`config.mk`:
```
export PLATFORM = sky130hd
export DESIGN_NAME = data_memory_ws_flat
export DESIGN_NICKNAME = d
export VERILOG_FILES = /design/src/rtl/data_memory_ws_if.sv /design/src/rtl/data_memory_ws.sv /design/src/flat_wrapper.sv
export SDC_FILE = /design/constraint.sdc
export NUM_CORES = 1
export LEC_CHECK = 0
export CAP_MARGIN = 30
export CORE_ASPECT_RATIO = 1.5
export CORE_MARGIN = 2
export CORE_UTILIZATION = 54
export CTS_BUF_LIST = sky130_fd_sc_hd__clkbuf_4
export DETAILED_ROUTE_END_ITERATION = 12
export PLACE_DENSITY = 0.8
export SYNTH_ARGS = -nofsm -noshare
export SYNTH_HDL_FRONTEND = slang
export SYNTH_SLANG_ARGS = --single-unit
```
`constraint.sdc`:
```
create_clock -name clk_i -period 3.4 [get_ports clk_i]
set_clock_uncertainty 0.05 [all_clocks]
set_input_delay 0.68 -clock clk_i [delete_from_list [all_inputs] [get_ports clk_i]]
set_output_delay 0.68 -clock clk_i [all_outputs]
set_load 0.01 [all_outputs]
```
`src/rtl/data_memory_ws_if.sv`:
```
// Request/response bus between the CPU datapath and the wait-state data memory.
interface data_memory_ws_if;
  logic [31:0] addr_i;
  logic [31:0] data_i;
  logic        MemRead_i;
  logic        MemWrite_i;
  logic [31:0] data_o;
  logic        ready_o;
  logic        busy_o;
  logic        err_o;

  modport master (output addr_i, data_i, MemRead_i, MemWrite_i,
                  input  data_o, ready_o, busy_o, err_o);
  modport slave  (input  addr_i, data_i, MemRead_i, MemWrite_i,
                  output data_o, ready_o, busy_o, err_o);
endinterface

```
`src/rtl/data_memory_ws.sv`:
```
// Wait-state data memory: one load or store at a time, completed LATENCY cycles
// after acceptance with a one-cycle ready pulse; malformed requests pulse err_o.
module data_memory_ws #(
  parameter int DEPTH   = 32,
  parameter int LATENCY = 3
) (
  input  logic            clk_i,
  input  logic            rst_i,
  data_memory_ws_if.slave bus
);
  localparam int IDX_W = $clog2(DEPTH);
  localparam int CNT_W = $clog2(LATENCY + 1);

  typedef enum logic {IDLE, BUSY} state_t;

  state_t           r_state;
  state_t           w_next_state;
  logic [CNT_W-1:0] r_cnt;
  logic             r_is_write;
  logic [IDX_W-1:0] r_idx;
  logic [31:0]      r_wdata;
  logic [31:0]      r_data;
  logic             r_ready;
  logic             r_err;
  logic [31:0]      memory [DEPTH];

  logic w_req;
  logic w_valid;
  logic w_accept;
  logic w_reject;
  logic w_done;
  logic w_unused_addr;

  assign w_req    = bus.MemRead_i | bus.MemWrite_i;
  assign w_valid  = (bus.MemRead_i ^ bus.MemWrite_i) && (bus.addr_i[1:0] == 2'b00);
  assign w_accept = (r_state == IDLE) && w_valid;
  assign w_reject = (r_state == IDLE) && w_req && !w_valid;
  assign w_done   = (r_state == BUSY) && (r_cnt == '0);

  // Address bits above the word index are ignored so addresses wrap onto the array.
  assign w_unused_addr = ^bus.addr_i[31:IDX_W+2];

  // NOTE: clocked state uses non-blocking assignments so every flop samples
  // pre-edge values regardless of process ordering.
  always_ff @(posedge clk_i or negedge rst_i) begin
    if (!rst_i) r_state <= IDLE;
    else        r_state <= w_next_state;
  end

  // NOTE: default assignment first so no path through this block infers a latch.
  always_comb begin
    w_next_state = r_state;
    case (r_state)
      IDLE:    if (w_accept) w_next_state = BUSY;
      BUSY:    if (w_done)   w_next_state = IDLE;
      default: w_next_state = IDLE;
    endcase
  end

  always_comb begin
    bus.busy_o  = (r_state == BUSY);
    bus.ready_o = r_ready;
    bus.err_o   = r_err;
    bus.data_o  = r_data;
  end

  always_ff @(posedge clk_i or negedge rst_i) begin
    if (!rst_i) begin
      r_cnt      <= '0;
      r_is_write <= 1'b0;
      r_idx      <= '0;
      r_wdata    <= '0;
      r_data     <= '0;
      r_ready    <= 1'b0;
      r_err      <= 1'b0;
    end else begin
      r_ready <= w_done;
      r_err   <= w_reject;
      if (w_accept) begin
        r_cnt      <= CNT_W'(LATENCY - 1);
        r_is_write <= bus.MemWrite_i;
        r_idx      <= bus.addr_i[IDX_W+1:2];
        r_wdata    <= bus.data_i;
      end else if ((r_state == BUSY) && (r_cnt != '0)) begin
        r_cnt <= r_cnt - CNT_W'(1);
      end
      if (w_done && !r_is_write) r_data <= memory[r_idx];
    end
  end

  // NOTE: the storage array is cleared by reset, so it is built from flops
  // rather than a RAM macro; an aborted store never reaches it.
  always_ff @(posedge clk_i or negedge rst_i) begin
    if (!rst_i) begin
      for (int i = 0; i < DEPTH; i++) memory[i] <= '0;
    end else if (w_done && r_is_write) begin
      memory[r_idx] <= r_wdata;
    end
  end
endmodule

```
`src/flat_wrapper.sv`:
```
// flat-port wrapper written by rule: the top's interface ports become plain ports
module data_memory_ws_flat 
#(
  parameter int DEPTH   = 32,
  parameter int LATENCY = 3
)
  (clk_i, rst_i, bus_addr_i, bus_data_i, bus_MemRead_i, bus_MemWrite_i, bus_data_o, bus_ready_o, bus_busy_o, bus_err_o);
  data_memory_ws_if bus_i ();
  input  logic clk_i;
  input  logic rst_i;
  input wire logic [$bits(bus_i.addr_i)-1:0] bus_addr_i;
  input wire logic [$bits(bus_i.data_i)-1:0] bus_data_i;
  input wire logic [$bits(bus_i.MemRead_i)-1:0] bus_MemRead_i;
  input wire logic [$bits(bus_i.MemWrite_i)-1:0] bus_MemWrite_i;
  output wire logic [$bits(bus_i.data_o)-1:0] bus_data_o;
  output wire logic [$bits(bus_i.ready_o)-1:0] bus_ready_o;
  output wire logic [$bits(bus_i.busy_o)-1:0] bus_busy_o;
  output wire logic [$bits(bus_i.err_o)-1:0] bus_err_o;
  assign bus_i.addr_i = bus_addr_i;
  assign bus_i.data_i = bus_data_i;
  assign bus_i.MemRead_i = bus_MemRead_i;
  assign bus_i.MemWrite_i = bus_MemWrite_i;
  assign bus_data_o = bus_i.data_o;
  assign bus_ready_o = bus_i.ready_o;
  assign bus_busy_o = bus_i.busy_o;
  assign bus_err_o = bus_i.err_o;
  data_memory_ws #(.DEPTH(DEPTH), .LATENCY(LATENCY)) u_core (.clk_i(clk_i), .rst_i(rst_i), .bus(bus_i));
endmodule
```
==> results of run 1 <==
cells in the final DEF, fill, tap and decap left out, types with 3 or more instances in the layout:
cell type	instances
nor2_1	64
mux2_1	41
a41oi_1	3
and2_1	4
inv_2	3
nor3_1	8
o22ai_1	59
a211o_1	5
mux4_2	164
mux2i_1	184
dlygate4sd3_1	25
a21oi_1	28
a31oi_1	28
diode_2	6
clkinv_1	30
nand2_2	16
buf_4	119
clkinv_2	6
dfrtp_1	1096
nor2_2	6
nor3_4	3
inv_1	6
clkbuf_4	392
clkdlybuf4s50_1	76
nor4_1	4
mux2_2	1021
or4_1	25
nor2_4	14
a22oi_1	54
o21ai_0	36
nand2_1	35
dfrtp_4	3
buf_12	40
nand2b_1	9
a221oi_1	3
stage by stage:
step                      utilization  instance area [um^2]  setup slack, ns  cells  hold WS [ns]
after detailed placement        0.573                 51700            0.475   4350         0.424
after global placement          0.573                 51700            0.457   4349         0.413
after global routing            0.610                 55000            0.252   4812        0.0195
after CTS                       0.610                 55000            0.289   4806       0.00164
after floorplan                     -                 49000             1.22   3249         0.334
final                           0.610                 55000            0.393   4812         0.107
layer usage:
metal | track usage | part of all wire
met5 | 0 | 0
met4 | 0.135 | 0.045
met1 | 0.347 | 0.38
met2 | 0.472 | 0.51
met3 | 0.0591 | 0.060
synthesized netlist by cell type, types with 35 or more instances:
master	n	area, um^2
a22oi_1	54	405
buf_2	143	716
buf_4	35	263
clkbuf_1	117	439
dfrtp_1	1099	27500
mux2_1	41	462
mux2_2	1021	11500
mux2i_1	184	1840
mux4_2	164	3690
nand2_1	51	191
nor2_1	72	270
o21ai_0	36	180
o22ai_1	59	369
cell families after synthesis:
| group | share of synthesized area |
|---|---|
| muxes | 0.357 |
| DFF | 0.561 |
| buffers and inverters | 0.0305 |
| AOI/OAI and AO/OA | 0.0289 |
| and+or+nand+nor | 0.0226 |
| adders and majority gates | 0.000510 |
area by class of cell:
type	count	share of cell area
Sequential cell	1099	0.500
Multi-Input combinational cell	1844	0.367
Clock buffer	392	0.0535
Timing Repair Buffer	262	0.0499
Tap cell	1164	0.0265
Clock inverter	39	0.00280
Inverter	6	0.000409
Antenna cell	6	0.000273
worst paths after layout:
kind,start,endpoint,slack [ns],depth (start not counted)
max in group asynchronous,rst_i,u_core.memory[600],1.94,3
hold reg to reg,u_core.r_cnt[0],u_core.r_cnt[0],0.44,1
setup reg to reg,u_core.r_cnt[0],u_core.memory[601],0.43,7
min in group asynchronous,rst_i,u_core.memory[728],0.12,3
hold / removal,bus_data_i[0],u_core.r_wdata[0],0.11,2
setup / recovery,u_core.bus.busy_o,bus_busy_o,0.39,1
state kept, by name, summed over array words and instances, names as in the netlist, 2 cells and up:
signal / count
u_core.bus.data_o: 32
u_core.memory: 1024
u_core.r_cnt: 2
u_core.r_idx: 5
u_core.r_wdata: 32
power by group:
part	switching, uW	internal [uW]
clock network	5020	5240
logic	4820	5050
registers	3180	15600
==> results.json, run 1 <==
{
  "io_pins": 103,
  "cts_buffers": 277,
  "detail_route.wl_per_cell_um": 26.5,
  "firstDrtPassIters": 5,
  "multi_input_area_um2": 20200,
  "cts_sinks": 1099,
  "cp_max_fo": 7,
  "die_y_um": 373,
  "synth_warnings": 0,
  "htree_levels": 5,
  "grt_setup_unrepaired": "no",
  "finalPower_uw": 38900,
  "critPathTopFamily": "buffers and inverters",
  "crit_arrival_ns": 2.28,
  "syn_avg_cell_area_um2": 15.1,
  "cts_buffer_depth": 4,
  "drt_iter0_markers": 2092,
  "ys_ff_latch": 1099,
  "p_per_area_nw_per_um2": 708,
  "critPathKind": "flip-flop to output port",
  "clk_pin_slew_worst_paths_ns": 0.07,
  "grt_first_pass_wirelength_um": 196000,
  "slowest_stage": "clkdlybuf4s50_1",
  "drive_above_1_share": 0.494,
  "synth_edf_count": 0,
  "relSlewSlack": 0.278,
  "routed_wl_um": 128000,
  "grt_antenna_before_repair": 2,
  "cp_slowest_stage_delay_ns": 0.60,
  "fmax_mhz": 333,
  "async_flop_share": 1.00,
  "grt_max_degree": 146,
  "hold_violations": 0,
  "seq_area_um2": 27500,
  "critPathRequiredTime_ns": 2.67,
  "fin_nets": 3560,
  "final.fill_count": 6833,
  "synthCells": 3249,
  "area_growth_pct": 12.2,
  "cts_tree": "built",
  "post-route-min-period_ns": 3.01,
  "synth_cell_type_count": 50,
  "die_x_um": 250,
  "avgViaCountPerCell": 6.24,
  "ctsRootBufferMaster": "clkbuf_4",
  "cp.buffers_inverters": 1,
  "max_cap_viol_count": 0,
  "setup_viol_count_final": 0,
  "cts_resized": 0,
  "design.core.area_um2": 90200,
  "place.gp.congestion": 0.823,
  "grt_pass1_vias": 32206,
  "numPortBuffers": 77,
  "start_util": 0.544,
  "period_share": 0.884,
  "crit_chain": "clkdlybuf4s50_1",
  "drc": 0,
  "setup_tns_ns": 0,
  "clk_latency_ns": 1.18,
  "ant_nets": 0,
  "synthFlopType": "dfrtp_1",
  "p_leak_uw": 0.0268,
  "synth_nets": 3319,
  "endpoint_kind": "output port",
  "start_kind": "flip-flop",
  "ctsHoldBuffers": 25,
  "dpl.hpwl_um": 78600,
  "hold_class": "primary input to flip-flop",
  "via_count": 30047,
  "overflow": 0,
  "status": "complete, no violations",
  "fp.dieArea_um2": 93300,
  "slew_violations": 0,
  "grtUsageTotal": 0.281,
  "worstMarginPinSlew_ns": 1.08,
  "cts_setup_buffers": 0,
  "ys_seq_area_frac": 0.561,
  "num_rows": 135,
  "peakVddDrop_v": 0.000573,
  "synth_area_um2": 49000
}
Power figures use the tool's default switching activity.
==> inputs of run 2 (changes only) <==
--- a/config.mk
+++ b/config.mk
@@ -6,12 +6,15 @@
 export NUM_CORES = 1
 export LEC_CHECK = 0
 export CAP_MARGIN = 30
+export CELL_PAD_IN_SITES_DETAIL_PLACEMENT = 2
+export CELL_PAD_IN_SITES_GLOBAL_PLACEMENT = 2
 export CORE_ASPECT_RATIO = 1.5
 export CORE_MARGIN = 2
-export CORE_UTILIZATION = 54
+export CORE_UTILIZATION = 52
 export CTS_BUF_LIST = sky130_fd_sc_hd__clkbuf_4
 export DETAILED_ROUTE_END_ITERATION = 12
-export PLACE_DENSITY = 0.8
+export MAX_ROUTING_LAYER = met4
+export PLACE_DENSITY = 0.94
 export SYNTH_ARGS = -nofsm -noshare
 export SYNTH_HDL_FRONTEND = slang
 export SYNTH_SLANG_ARGS = --single-unit
==> results.json, run 2 (same netlist as run 1, synthesis figures left out) <==
{
  "status": "finished, violations left",
  "violations": "negative setup slack",
  "p_per_area_nw_per_um2": 842,
  "overflow": 0,
  "hold_violations": 0,
  "use_met1": 0.589,
  "endpoint_kind": "flip-flop",
  "grt_antenna_before_repair": 11,
  "numPortBuffers": 77,
  "period_share": 1.06,
  "drc": 0,
  "avgViaCountPerCell": 7.66,
  "slowest_stage": "dfrtp_1",
  "path_common_cell": "buf_4",
  "worstMarginPinSlew_ns": 1.25,
  "area_growth_pct": 14.3,
  "clk_pin_slew_worst_paths_ns": 0.10,
  "crit_chain": "buf_4 -> nand2b_1 -> nor2_2 -> buf_4 -> buf_4 -> a22oi_1 -> a31oi_1",
  "start_util": 0.522,
  "htree_levels": 5,
  "max_cap_viol_count": 0,
  "grt_first_pass_wirelength_um": 341000,
  "ctsRootBufferMaster": "clkbuf_4",
  "rr_startpoint": "u_core.r_idx[2]",
  "layout_common_cells": "1095 x dfrtp_1, 1021 x mux2_2, 379 x clkbuf_4",
  "busiest_layer": "met2",
  "dpl.hpwl_um": 117000,
  "place.gp.congestion": 0.842,
  "finalPower_uw": 47200,
  "hold_path_end": "u_core.r_idx[2]",
  "post-route-min-period_ns": 3.61,
  "detail_route.wl_per_cell_um": 52.7,
  "post-route-util": 0.597,
  "top_register": "u_core.memory",
  "met2_usage": 0.773,
  "die_x_um": 255,
  "die_y_um": 380,
  "hold_class": "primary input to flip-flop",
  "grt_pass1_vias": 41433,
  "cp_slowest_stage_delay_ns": 0.85,
  "num_rows": 138,
  "io_pins": 103,
  "cts_buffer_depth": 4,
  "final_common_cell": "dfrtp_1",
  "cp_max_fo": 13,
  "final_cell_area_um2": 56100,
  "ant_nets": 0,
  "critPathKind": "flip-flop to flip-flop",
  "clk_latency_ns": 1.39,
  "cts_buffers": 285,
  "p_leak_uw": 0.0273,
  "r2r-end": "u_core.bus.data_o[19]",
  "grtUsageTotal": 0.525,
  "drive_above_1_share": 0.496,
  "design.core.area_um2": 93900,
  "routed_wl_um": 262000,
  "hold_path_depth": 3,
  "crit_arrival_ns": 4.75,
  "peakVddDrop_v": 0.000870,
  "rr_worst_depth": 7,
  "firstDrtPassIters": 6,
  "setup_viol_count_final": 44,
  "drt_iter0_markers": 5212,
  "via_count": 38188,
  "setup_tns_ns": -2.77,
  "grtUsageMet3": 0.156,
  "cts_tree": "built",
  "relSlewSlack": 0.168,
  "fin_ws_ns": -0.205,
  "cp-startpoint": "u_core.r_idx[2]",
  "cts_sinks": 1099,
  "fmax_mhz": 277,
  "fin_nets": 3623,
  "fp.dieArea_um2": 96800,
  "critPathRequiredTime_ns": 4.54,
  "reg2reg_slack_ns": -0.21,
  "postPlaceCellArea_um2": 51900,
  "slew_violations": 0,
  "start_kind": "flip-flop",
  "grt_max_degree": 151,
  "hold_path.startpoint": "bus_addr_i[4]",
  "largest_reg_flops": 1024,
  "final.fill_count": 8025
}
## run 2: worst max-delay path, delay by kind of cell, from the launching register on
family | cells | cell delay [ns]
flip-flops | 1 | 0.85
buffers and inverters | 3 | 1.04
AO/OA/AOI/OAI | 2 | 0.62
AND/OR/NAND/NOR | 2 | 0.82
## run 2: layout make-up
| type | instances | area [um^2] | share of cell area |
|---|---|---|---|
| well taps | 1260 | 1580 | 0.0281 |
| clock inverters | 55 | 264 | 0.00471 |
| inverters | 6 | 22.5 | 0.000402 |
| multi-input cells | 1844 | 20200 | 0.361 |
| clock buffers | 379 | 2850 | 0.0507 |
| flip-flops and latches | 1099 | 27500 | 0.491 |
| repair buffers | 317 | 3580 | 0.0639 |
| diodes | 23 | 57.6 | 0.00103 |
## run 2: metrics by stage
step                hold slack (ns)  instances  worst slack [ns]
global placement              0.412       4463             0.406
detailed placement            0.430       4463             0.156
floorplan                     0.334       3249              1.22
global route               -0.00680       4979          -0.00581
CTS                         0.00570       4929           0.00629
finish                      0.00538       4983            -0.205
## run 2: how the worst max path moves through the flow
stage                             to  cells after the start
3_5_place_dp      u_core.memory[507]                      7
5_1_grt           u_core.memory[500]                      7
6_report       u_core.bus.data_o[19]                      7
3_3_place_gp      u_core.memory[504]                      7
4_1_cts           u_core.memory[745]                      6
2_1_floorplan     u_core.memory[833]                      8
## run 2: timing repair
action	4_1_cts	5_1_grt
endpoints found under the setup margin	1	306
buffers inserted	0	5
hold buffers	32	2
resized for setup	1	5
endpoints found under the hold margin	934	2
pin swaps	0	1
## run 2: power breakdown
part	internal, uW	switching (uW)	total [uW]
combinational	5900	8680	14600
sequential	15600	4100	19700
clock	5280	7610	12900
total	26800	20400	47200
## run 2: metal layers
metal  vias to the layer above  part of all wire
met3                      1925              0.11
met2                      3872              0.45
li1                      12668                 -
met1                     19723              0.33
met5                         -                 0
met4                         0              0.11
==> inputs of run 3 (changes only) <==
--- a/config.mk
+++ b/config.mk
@@ -10,11 +10,11 @@
 export CELL_PAD_IN_SITES_GLOBAL_PLACEMENT = 2
 export CORE_ASPECT_RATIO = 1.5
 export CORE_MARGIN = 2
-export CORE_UTILIZATION = 52
-export CTS_BUF_LIST = sky130_fd_sc_hd__clkbuf_4
+export CORE_UTILIZATION = 50
 export DETAILED_ROUTE_END_ITERATION = 12
 export MAX_ROUTING_LAYER = met4
-export PLACE_DENSITY = 0.94
+export PLACE_DENSITY = 0.91
+export SLEW_MARGIN = 20
 export SYNTH_ARGS = -nofsm -noshare
 export SYNTH_HDL_FRONTEND = slang
 export SYNTH_SLANG_ARGS = --single-unit
==> results.json, run 3 (same netlist as run 1, synthesis figures left out) <==
{
  "drc": 0,
  "place.gp.congestion": 0.826,
  "dpl.hpwl_um": 113000,
  "fin_nets": 3399,
  "crit_arrival_ns": 4.02,
  "layout_common_cells": "1088 x dfrtp_1, 1021 x mux2_2, 184 x mux2i_1",
  "die_x_um": 260,
  "cp_max_fo": 23,
  "hold_class": "primary input to asynchronous set/reset pin",
  "p_per_area_nw_per_um2": 837,
  "cts_tree": "built",
  "period_share": 1.02,
  "postPlaceCellArea_um2": 51700,
  "numPortBuffers": 77,
  "overflow": 0,
  "critPathKind": "flip-flop to flip-flop",
  "drive_above_1_share": 0.474,
  "num_rows": 140,
  "worstMarginPinSlew_ns": 0.967,
  "hold_violations": 0,
  "design.core.area_um2": 97200,
  "max_cap_viol_count": 0,
  "area_growth_pct": 14.1,
  "detail_route.wl_per_cell_um": 50.8,
  "grt_first_pass_wirelength_um": 301000,
  "ant_nets": 0,
  "grtUsageTotal": 0.438,
  "fin_ws_ns": -0.0623,
  "largest_reg_flops": 1024,
  "post-route-min-period_ns": 3.46,
  "slew_violations": 0,
  "drt_iter0_markers": 4176,
  "io_pins": 103,
  "post-route-util": 0.575,
  "cts_buffer_depth": 3,
  "die_y_um": 388,
  "avgViaCountPerCell": 7.50,
  "fmax_mhz": 289,
  "start_util": 0.504,
  "status": "finished, violations left",
  "setup_tns_ns": -0.249,
  "via_count": 35285,
  "top_register": "u_core.memory",
  "endpoint_kind": "flip-flop",
  "fp.dieArea_um2": 101000,
  "cts_buffers": 107,
  "relSlewSlack": 0.355,
  "clk_pin_slew_worst_paths_ns": 0.08,
  "violations": "negative setup slack",
  "grt_antenna_before_repair": 7,
  "firstDrtPassIters": 8,
  "routed_wl_um": 239000,
  "peakVddDrop_v": 0.00126,
  "final_cell_area_um2": 55900,
  "htree_levels": 3,
  "rr_worst_depth": 7,
  "final_common_cell": "dfrtp_1",
  "cts_sinks": 1099,
  "start_kind": "flip-flop",
  "grt_pass1_vias": 37618,
  "critPathRequiredTime_ns": 3.96,
  "ctsRootBufferMaster": "clkbuf_16",
  "grt_max_degree": 129,
  "clk_latency_ns": 0.76,
  "setup_viol_count_final": 12,
  "p_leak_uw": 0.0268
}
## run 3: cell count changes in the layout (fill, tap and decap cells not counted), moves of 15 or more
| cell | change |
|---|---|
| clkbuf_4 | -379 |
| clkbuf_16 | +108 |
| clkinv_1 | -44 |
| dlygate4sd3_1 | -33 |
| buf_16 | -19 |
| clkbuf_8 | +19 |
| buf_8 | +17 |
| clkbuf_1 | +16 |
| clkinv_2 | +15 |
## run 3: worst max-delay path: stages (launching register included)
cell	delay (ns)
dfrtp_1	0.42
inv_1	0.11
ha_1	0.28
nand3_2	0.32
or3_2	0.79
nor2_4	0.24
buf_4	0.61
mux2_2	0.45
## run 3: layout make-up
class                   instances  area, um^2
diodes                         12        30.0
clock buffers                 143        3020
clock inverters                51         724
fillers                      8174       41300
inverters                       6        22.5
multi-input cells            1844       20200
flip-flops and latches       1099       27500
well taps                    1278        1600
repair buffers                271        2820
## run 3: routing by layer
| layer | vias to the layer above | global-route usage | part of all wire |
|---|---|---|---|
| li1 | 12091 | - | - |
| met1 | 18783 | 0.497 | 0.34 |
| met4 | 0 | 0.315 | 0.11 |
| met3 | 1443 | 0.0934 | 0.089 |
| met5 | - | - | 0 |
| met2 | 2968 | 0.685 | 0.46 |
## run 3: worst paths after layout
kind	end	start	slack (ns)
worst min register to register	u_core.memory[332]	u_core.memory[332]	0.45
worst max-delay path	u_core.memory[461]	u_core.r_cnt[1]	-0.06
worst min-delay path	u_core.memory[377]	rst_i	0.40
worst max register to register	u_core.memory[461]	u_core.r_cnt[1]	-0.06
max in group asynchronous	u_core.bus.data_o[11]	rst_i	1.47
min in group clk_i	u_core.memory[332]	u_core.memory[332]	0.45
## run 3: repair_timing
item | in CTS | in global routing
resized for setup | 0 | 1
hold buffers | 1 | 0
setup buffers | 0 | 1
setup endpoints to repair | 0 | 18
endpoints found under the hold margin | 34 | 0
## run 3: report_power, final
part           switching (uW)  leakage, uW  internal [uW]  total, uW
sequential               3850       0.0151          15700      19500
combinational            8060      0.00989           5490      13600
clock                    6250      0.00183           7490      13700
total                   18200       0.0268          28600      46800
## run 3: through the flow
stage	cells	hold WS [ns]	total power, uW	setup slack, ns
after floorplan	3249	0.334	24800	1.22
after global placement	4470	0.413	28300	0.436
after detailed placement	4471	0.428	30100	0.283
after CTS	4666	0.405	44500	0.0844
after global routing	4701	0.435	47300	-0.00612
final	4704	0.401	46800	-0.0623
